[src/rtl/sar_a2d_nch.sv]
// Multi-channel successive-approximation ADC sequencer.
// Shared sample/hold, per-channel SAR DAC codes, optional averaging.
module sar_a2d_nch #(
  parameter int NCH        = 2,
  parameter int WIDTH      = 12,
  parameter int SMPL_CYC   = 8,
  parameter int SETTLE_CYC = 4,
  parameter int AVG_LOG2   = 0,
  parameter int SIGNED_OUT = 1
) (
  input  logic                   clk,
  input  logic                   rst_n,
  input  logic                   strt_cnv,
  input  logic                   abort,
  input  logic [NCH-1:0]         gt,
  output logic                   smpl,
  output logic [NCH*WIDTH-1:0]   dac,
  output logic [NCH*WIDTH-1:0]   rslt,
  output logic                   cnv_cmplt,
  output logic                   busy
);

  localparam int AW   = WIDTH + AVG_LOG2;
  localparam int NAVG = 1 << AVG_LOG2;
  localparam int MAXC = (SMPL_CYC > SETTLE_CYC) ? SMPL_CYC : SETTLE_CYC;
  localparam int CW   = $clog2(MAXC + 1);
  localparam int BW   = $clog2(WIDTH);
  localparam int NW   = AVG_LOG2 + 1;

  localparam logic [CW-1:0]    SMPL_LAST = CW'(SMPL_CYC - 1);
  localparam logic [CW-1:0]    SET_LAST  = CW'(SETTLE_CYC - 1);
  localparam logic [CW-1:0]    C1        = CW'(1);
  localparam logic [BW-1:0]    BTOP      = BW'(WIDTH - 1);
  localparam logic [BW-1:0]    B1        = BW'(1);
  localparam logic [NW-1:0]    NLAST     = NW'(NAVG - 1);
  localparam logic [NW-1:0]    N1        = NW'(1);
  localparam logic [WIDTH-1:0] MID       = {1'b1, {(WIDTH-1){1'b0}}};

  typedef enum logic [1:0] {
    IDLE = 2'd0,
    SMPL = 2'd1,
    CONV = 2'd2,
    DONE = 2'd3
  } state_t;

  state_t                       state;
  logic [CW-1:0]                cnt;
  logic [BW-1:0]                bidx;
  logic [NW-1:0]                navg;
  logic [NCH-1:0][WIDTH-1:0]    dac_q;
  logic [NCH-1:0][WIDTH-1:0]    rslt_q;
  logic [NCH-1:0][AW-1:0]       acc;
  logic [NCH-1:0][WIDTH-1:0]    nxt;
  logic [NCH-1:0][WIDTH-1:0]    res;

  assign dac  = dac_q;
  assign rslt = rslt_q;

  // Resolve the current trial bit and arm the next one for every channel
  always_comb begin
    nxt = dac_q;
    for (int c = 0; c < NCH; c++) begin
      if (!gt[c]) nxt[c][bidx] = 1'b0;
      if (bidx != '0) nxt[c][bidx - B1] = 1'b1;
    end
  end

  // Averaged result, optionally converted from offset binary
  always_comb begin
    res = '0;
    for (int c = 0; c < NCH; c++) begin
      res[c] = acc[c][AVG_LOG2 +: WIDTH];
      if (SIGNED_OUT != 0) res[c][WIDTH-1] = ~res[c][WIDTH-1];
    end
  end

  // Sequencer: sample, bit trials, accumulate, complete
  always_ff @(posedge clk or negedge rst_n) begin
    if (!rst_n) begin
      state     <= IDLE;
      cnt       <= '0;
      bidx      <= '0;
      navg      <= '0;
      dac_q     <= '0;
      rslt_q    <= '0;
      acc       <= '0;
      smpl      <= 1'b0;
      busy      <= 1'b0;
      cnv_cmplt <= 1'b0;
    end else begin
      cnv_cmplt <= 1'b0;
      unique case (state)
        IDLE: begin
          if (strt_cnv) begin
            state <= SMPL;
            smpl  <= 1'b1;
            busy  <= 1'b1;
            cnt   <= '0;
            navg  <= '0;
            acc   <= '0;
          end
        end
        SMPL: begin
          if (abort) begin
            state <= IDLE;
            smpl  <= 1'b0;
            busy  <= 1'b0;
            acc   <= '0;
          end else if (cnt == SMPL_LAST) begin
            state <= CONV;
            smpl  <= 1'b0;
            cnt   <= '0;
            bidx  <= BTOP;
            for (int c = 0; c < NCH; c++) dac_q[c] <= MID;
          end else begin
            cnt <= cnt + C1;
          end
        end
        CONV: begin
          if (abort) begin
            state <= IDLE;
            busy  <= 1'b0;
            acc   <= '0;
          end else if (cnt == SET_LAST) begin
            cnt   <= '0;
            dac_q <= nxt;
            if (bidx == '0) begin
              for (int c = 0; c < NCH; c++)
                acc[c] <= acc[c] + AW'(nxt[c]);
              if (navg == NLAST) begin
                state <= DONE;
              end else begin
                navg  <= navg + N1;
                state <= SMPL;
                smpl  <= 1'b1;
              end
            end else begin
              bidx <= bidx - B1;
            end
          end else begin
            cnt <= cnt + C1;
          end
        end
        DONE: begin
          state     <= IDLE;
          busy      <= 1'b0;
          cnv_cmplt <= 1'b1;
          rslt_q    <= res;
        end
        default: state <= IDLE;
      endcase
    end
  end

endmodule

[config.mk]
export PLATFORM = sky130hd
export DESIGN_NAME = sar_a2d_nch
export DESIGN_NICKNAME = d
export VERILOG_FILES = /design/src/rtl/sar_a2d_nch.sv
export SDC_FILE = /design/constraint.sdc
export NUM_CORES = 1
export LEC_CHECK = 0
export ABC_AREA = 1
export CAP_MARGIN = 20
export CELL_PAD_IN_SITES_DETAIL_PLACEMENT = 1
export CELL_PAD_IN_SITES_GLOBAL_PLACEMENT = 1
export CORE_MARGIN = 8
export CORE_UTILIZATION = 45
export CTS_CLUSTER_SIZE = 24
export DETAILED_ROUTE_END_ITERATION = 12
export GPL_ROUTABILITY_DRIVEN = 0
export PLACE_DENSITY = 0.89
export SLEW_MARGIN = 20
export SYNTH_ARGS = -nofsm -noshare
export SYNTH_HDL_FRONTEND = slang
export SYNTH_SLANG_ARGS = --single-unit
[constraint.sdc]
create_clock -name clk -period 5.3 [get_ports clk]
set_input_delay 0.795 -clock clk [delete_from_list [all_inputs] [get_ports clk]]
set_output_delay 0.795 -clock clk [all_outputs]
set_load 0.02 [all_outputs]
==> results of run 1 <==
[stage by stage]
step | total power [mW] | setup WS (ns) | hold slack (ns) | utilization (%) | cell area, sq um
after global placement | 1.51 | 2.01 | 0.454 | 51.6 | 5790
after global routing | 2.37 | 1.69 | 0.398 | 54.5 | 6120
after detailed placement | 1.55 | 1.81 | 0.465 | 51.6 | 5790
after floorplan | 1.26 | 2.55 | 0.477 | - | 5100
after CTS | 2.25 | 2.05 | 0.375 | 54.5 | 6120
final | 2.24 | 2.03 | 0.369 | 54.5 | 6120
[critical path, cell delays in order, from the launching register on]
cell and delay [ns]:
dfrtp_1 0.44, inv_1 0.22, ha_1 0.31, nand2_1 0.10, nand2_1 0.14, inv_1 0.09
nand2_1 0.14, nor2_1 0.09, nor2_1 0.27, inv_1 0.08, ha_1 0.35, nand2_1 0.11
nor2_1 0.20, nand2_1 0.09, nand2_1 0.12, nand3_1 0.13, nand2_1 0.10, nand2_1 0.06
nand3_2 0.05, nand2_1 0.05
[final cells by class]
| cell class | count | area [sq um] | area share (%) |
|---|---|---|---|
| Tap cell | 143 | 179 | 2.92 |
| Multi-Input combinational cell | 479 | 2580 | 42.2 |
| Clock inverter | 4 | 70.1 | 1.15 |
| Timing Repair Buffer | 59 | 581 | 9.49 |
| Inverter | 85 | 320 | 5.24 |
| Clock buffer | 12 | 256 | 4.19 |
| Sequential cell | 85 | 2130 | 34.8 |
[registers in the layout, summed over array words and instances (netlist names)]
register and cells:
acc 24, dac 24, rslt 24, bidx 4
cnt 4, state 2, busy 1, cnv_cmplt 1
smpl 1
[layer usage]
layer  share of wire (%)  wire length, microns  GRT usage, %  vias to the layer above
met5                   0                     0             0                        -
met4                 3.7                   598          11.0                        0
met3                 4.1                   658          3.22                       34
met2                  51                  8270          40.8                      119
met1                  41                  6570          25.8                     2376
li1                    -                     -             -                     2269
[power breakdown]
group | leakage (nW) | total (mW) | internal [mW] | switching, mW
logic | 1.89 | 0.776 | 0.241 | 0.535
clock network | 0.163 | 0.693 | 0.437 | 0.256
registers | 1.15 | 0.771 | 0.716 | 0.0548
total | 3.20 | 2.24 | 1.39 | 0.845
[path summary, 6_finish.rpt]
path	from	end	slack (ns)	cells after the start
hold reg to reg	rslt[22]	rslt[22]	0.48	2
setup reg to reg	bidx[0]	acc[9]	2.03	19
max in group asynchronous	rst_n	dac[4]	3.85	2
setup / recovery	bidx[0]	acc[9]	2.03	19
min in group clk	rslt[22]	rslt[22]	0.48	2
hold / removal	rst_n	rslt[5]	0.37	1
[kinds of logic (layout without fill, tap and decap cells)]
family                     after synthesis  count (layout)  share of synthesized area (%)
AOI/OAI and AO/OA                      113             113                           12.9
xor gates and xnor gates                 7               7                           1.20
adders and majority gates               39              39                           9.86
buffers and inverters                   97             160                           7.65
DFF                                     85              85                           41.7
and+or+nand+nor                        320             320                           26.7
[placed cells by master, fill, tap and decap left out, types with 6 or more instances in the layout]
cell / count
nand3_1: 44
a21oi_1: 26
clkbuf_16: 9
clkdlybuf4s50_1: 55
inv_1: 81
o21ai_1: 6
nand2_1: 208
nor2_1: 42
dfrtp_1: 85
nor3_1: 7
ha_1: 37
o22ai_1: 10
o21ai_0: 45
a22o_1: 13
==> flow_metrics.env, run 1 <==
export IMPL_dpl_hpwl_microns=12200
export IMPL_tightestPinTransition_ns=0.754
export IMPL_async_flop_share_pct=100
export IMPL_clockBufferDepth=2
export IMPL_antenna_found_initial=0
export IMPL_synth_largest_area_cell="dfrtp_1"
export IMPL_first_pass_iters=5
export IMPL_syn_instance_count=661
export IMPL_clkLatencyLatePin_ns=0.34
export IMPL_synth_fp_nets=706
export IMPL_final_cells=867
export IMPL_area_delta_synth_final_pct=19.9
export IMPL_status="complete, no violations"
export IMPL_postCtsResizedCells=0
export IMPL_ys_top_cells_by_area="dfrtp_1 42%, nand2_1 15%, ha_1 9.1%"
export IMPL_cellLeakagePower_nw=3.20
export IMPL_min_path_type="in2async"
export IMPL_ys_flop_type="dfrtp_1"
export IMPL_drive_above_1_share_pct=5.11
export IMPL_cts_buffers=9
export IMPL_dieArea_sq_um=15000
export IMPL_fin_worst_skew_ns=0.00599
export IMPL_syn_area_sq_um=5100
export IMPL_hold_buffers=0
export IMPL_slew_viol_final=0
export IMPL_htreeDepth=3
export IMPL_grt_pass1_wl_microns=26600
export IMPL_synth_seq_area_share_pct=41.7
export IMPL_dp_cells=851
export IMPL_powerDensity_nw_per_um2=366
export IMPL_ant_nets=0
export IMPL_die_h_microns=122
export IMPL_grt_usage_pct=22.6
export IMPL_viasPerCell=5.53
export IMPL_rows=39
export IMPL_path_max_fanout=8
export IMPL_root_buffer="clkbuf_16"
export IMPL_clk_pin_slew_ns=0.06
export IMPL_worstSetupPathType="reg2reg"
export IMPL_ys_ff_latch=85
export IMPL_worstPathArrival_ns=3.51
export IMPL_endpoint_kind="register"
export IMPL_drt_wl_total_microns=16100
export IMPL_vias=4798
export IMPL_avgRoutedWirePerCell_microns=18.6
export IMPL_yosysTopAreaCellShare_pct=41.7
export IMPL_fp_dieW_microns=122
export IMPL_synth_cell_types=37
export IMPL_synth_most_common_cell="nand2_1"
export IMPL_grt_pass1_vias=5233
export IMPL_grt_ovfl_total=0
export IMPL_num_antenna_cells=0
export IMPL_syn_area_per_cell_sq_um=7.72
export IMPL_rsz0062_at_grt="no"
export IMPL_boundaryPins=57
export IMPL_finalSetupViolations=0
export IMPL_synth_edf_count=0
export IMPL_hold_viol_final=0
export IMPL_cts_setup_buffers=0
export IMPL_initialDrtViolationCount=238
export IMPL_synth_common_cells="208 x nand2_1, 85 x dfrtp_1, 81 x inv_1"
export IMPL_fin_crit_sh_pct=61.8
export IMPL_grt_max_degree=60
export IMPL_slew_limit_headroom_pct=49.8
export IMPL_io_buffers=56
export IMPL_max_vdd_ir_drop_v=0.000311
export IMPL_critPathLaunchType="register"
export IMPL_nets=764
export IMPL_cts_sinks=85
export IMPL_crit_required_ns=5.53
export IMPL_drv_cap=0
export IMPL_tritoncts="done"
export IMPL_initial_core_util_pct=45.5
export IMPL_yosys_warnings=0
export IMPL_drc_errors=0
export IMPL_fp_coreArea_sq_um=11200
export IMPL_fmax_mhz=305
export IMPL_min_period_ns=3.27
export IMPL_setup_tns_ns=0
export IMPL_nFillCells=1418
Power figures use the tool's default switching activity.
==> run 2: changes to the inputs <==
--- a/config.mk
+++ b/config.mk
@@ -10,11 +10,11 @@
 export CELL_PAD_IN_SITES_DETAIL_PLACEMENT = 1
 export CELL_PAD_IN_SITES_GLOBAL_PLACEMENT = 1
 export CORE_MARGIN = 8
-export CORE_UTILIZATION = 45
+export CORE_UTILIZATION = 38
 export CTS_CLUSTER_SIZE = 24
 export DETAILED_ROUTE_END_ITERATION = 12
 export GPL_ROUTABILITY_DRIVEN = 0
-export PLACE_DENSITY = 0.89
+export PLACE_DENSITY = 0.81
 export SLEW_MARGIN = 20
 export SYNTH_ARGS = -nofsm -noshare
 export SYNTH_HDL_FRONTEND = slang
==> constraint.sdc (replaced) <==
create_clock -name clk -period 2.7 [get_ports clk]
set_input_delay 0.405 -clock clk [delete_from_list [all_inputs] [get_ports clk]]
set_output_delay 0.405 -clock clk [all_outputs]
set_load 0.02 [all_outputs]
==> run 2 against run 1 <==
The run now ends with setup timing left. Sequential cell count did not move. Non-clock buffer count rose by 66. Via count rose by 9.8%. Final cell count rose by 11%. Worst setup slack got worse by 2.1 ns. Fmax rose by 19%. Utilization rose by 0.16 points. First-iteration DRC count rose by 34%. Cell area rose by 18%. Combinational power rose by 140%. Clock skew rose by 0.00065 ns. Critical path type unchanged. Largest cell class unchanged.
==> flow_metrics.env, run 2 (synthesis gave the netlist of run 1 again) <==
export IMPL_cts_buffers=9
export IMPL_violations="setup timing"
export IMPL_crit_required_ns=2.95
export IMPL_io_buffers=56
export IMPL_vias=5270
export IMPL_grt_pass1_wl_microns=29900
export IMPL_rows=42
export IMPL_dp_cells=934
export IMPL_reg2reg_from="bidx[0]"
export IMPL_mostFrequentLayoutCell="nand2_1"
export IMPL_cts_sinks=85
export IMPL_final_cells=964
export IMPL_die_h_microns=132
export IMPL_grt_usage_pct=21.3
export IMPL_area_delta_synth_final_pct=41.4
export IMPL_root_buffer="clkbuf_16"
export IMPL_fin_crit_sh_pct=102
export IMPL_boundaryPins=57
export IMPL_drive_above_1_share_pct=26.0
export IMPL_final_cell_mix="181 x nand2_1, 85 x dfrtp_1, 69 x buf_4"
export IMPL_max_stage_delay_ns=0.39
export IMPL_drv_cap=0
export IMPL_power_frac_clock_pct=26.7
export IMPL_drc_errors=0
export IMPL_initialDrtViolationCount=318
export IMPL_max_vdd_ir_drop_v=0.000330
export IMPL_clk_pin_slew_ns=0.07
export IMPL_hold_viol_final=0
export IMPL_p_switching_mw=1.90
export IMPL_fin_worst_skew_ns=0.00665
export IMPL_nets=830
export IMPL_crit_slowest_cell="dfrtp_1"
export IMPL_power_internal_mw=2.77
export IMPL_finalSetupViolations=2
export IMPL_path_depth=16
export IMPL_cp_cell_sequence="buf_4, buf_4, ha_1, inv_1, nor3_4, nor2_2, inv_1, ha_4, nand2_1, buf_4, nor2_1, nand2_2, nand2_1, nand2_1, nand3_1, nand2_1"
export IMPL_viasPerCell=5.47
export IMPL_combinationalPowerShare_pct=40.7
export IMPL_finish_utilization_pct=54.7
export IMPL_dpl_hpwl_microns=13100
export IMPL_num_antenna_cells=0
export IMPL_drt_wl_total_microns=20100
export IMPL_antenna_found_initial=1
export IMPL_htreeDepth=3
export IMPL_avgRoutedWirePerCell_microns=20.9
export IMPL_postPlaceCellArea_sq_um=6210
export IMPL_worstSetupEndpoint="acc[20]"
export IMPL_clockBufferDepth=2
export IMPL_endpoint_kind="register"
export IMPL_slew_limit_headroom_pct=63.3
export IMPL_path_max_fanout=4
export IMPL_crit_start="bidx[0]"
export IMPL_clkLatencyLatePin_ns=0.36
export IMPL_setup_ws_ns=-0.0458
export IMPL_hold_buffers=0
export IMPL_min_period_ns=2.75
export IMPL_fmax_mhz=364
export IMPL_worstSetupPathType="reg2reg"
export IMPL_ant_nets=0
export IMPL_grt_max_degree=36
export IMPL_worst_hold_slack_ns=0.0130
export IMPL_fp_dieW_microns=132
export IMPL_tightestPinTransition_ns=0.545
export IMPL_cp_num_buf_inv=5
export IMPL_initial_core_util_pct=38.7
export IMPL_fp_coreArea_sq_um=13200
export IMPL_min_path_type="in2async"
export IMPL_critPathLaunchType="register"
export IMPL_nFillCells=1556
export IMPL_tritoncts="done"
export IMPL_seqPwrFrac_pct=32.6
export IMPL_grt_pass1_vias=5694
export IMPL_r2r_cells=16
export IMPL_fin_area_sq_um=7210
export IMPL_r2r_end="acc[20]"
export IMPL_crit_family="simple AND/OR/NAND/NOR gates"
export IMPL_reg2reg_slack_ns=-0.05
export IMPL_dieArea_sq_um=17400
export IMPL_switching_share_pct=40.6
export IMPL_cellLeakagePower_nw=3.48
export IMPL_grt_ovfl_total=0
export IMPL_cp_common_cell="nand2_1"
export IMPL_power_mw=4.67
export IMPL_status="finished with violations"
export IMPL_first_pass_iters=4
export IMPL_worstPathArrival_ns=2.99
export IMPL_rsz0062_at_grt="yes"
export IMPL_slew_viol_final=0
export IMPL_powerDensity_nw_per_um2=647
## run 2: cell types whose count changed in the layout (fill, tap and decap cells not counted), moves of 11 or more
cell | before | now
ha_1 | 37 | 18
nor2_1 | 42 | 27
inv_2 | 2 | 14
nor2_2 | 1 | 12
buf_4 | 4 | 69
nand2_2 | 1 | 23
nand2_1 | 208 | 181
o21ai_0 | 45 | 31
inv_1 | 81 | 67
ha_4 | 0 | 18
## run 2: power by group through the flow
| stage | logic (mW) | registers [mW] | clock network, mW |
|---|---|---|---|
| 3_5_place_dp | 1.59 | 1.53 | 0 |
| 4_1_cts | 1.67 | 1.51 | 1.25 |
| 2_1_floorplan | 0.853 | 1.62 | 0 |
| 6_report | 1.90 | 1.52 | 1.25 |
| 3_3_place_gp | 1.50 | 1.52 | 0 |
| 5_1_grt | 2.04 | 1.53 | 1.30 |
## run 2: how the worst min path moves through the flow
stage	cells after the start	to	slack [ns]	startpoint
after floorplan	0	acc[0]	0.11	rst_n
after global placement	1	acc[21]	0.40	rst_n
after detailed placement	1	acc[3]	0.41	rst_n
after CTS	1	acc[22]	0.03	rst_n
after global routing	1	acc[21]	0.06	rst_n
final	1	acc[21]	0.01	rst_n
## run 2: cell type report
| class | instances | area (sq um) | area share, % |
|---|---|---|---|
| Multi-Input combinational cell | 479 | 3170 | 44.0 |
| Sequential cell | 85 | 2130 | 29.5 |
| Timing Repair Buffer | 125 | 1080 | 15.0 |
| Inverter | 85 | 327 | 4.53 |
| Clock buffer | 13 | 280 | 3.89 |
| Tap cell | 176 | 220 | 3.05 |
| Clock inverter | 1 | 5.00 | 0.0694 |
## run 2: metrics by stage
stage / TNS (ns) / setup WS, ns
floorplan: 0 / 0.0209
detailed placement: -2.37 / -0.275
finish: -0.0490 / -0.0458
global placement: -0.594 / -0.156
global route: -0.809 / -0.112
CTS: 0 / 0.00444
## run 2: worst reg2reg max path, delay by kind of cell (launching register included)
kind / cells / cell delay (ns)
simple gates: 9 / 0.95
buf+inv: 5 / 0.74
fa+ha+maj: 2 / 0.54
flops: 1 / 0.39
## run 2: routing by layer
metal	wire length, microns	track usage, %	part of all wire (%)
met1	8240	25.1	41
met5	0	0	0
met4	748	11.1	3.7
met3	885	3.85	4.4
met2	10200	36.5	51
## run 2: timing repair
action / in CTS / in global routing
buffers inserted: 3 / 13
resized for setup: 54 / 89
pin swaps: 6 / 36
setup endpoints to repair: 16 / 13
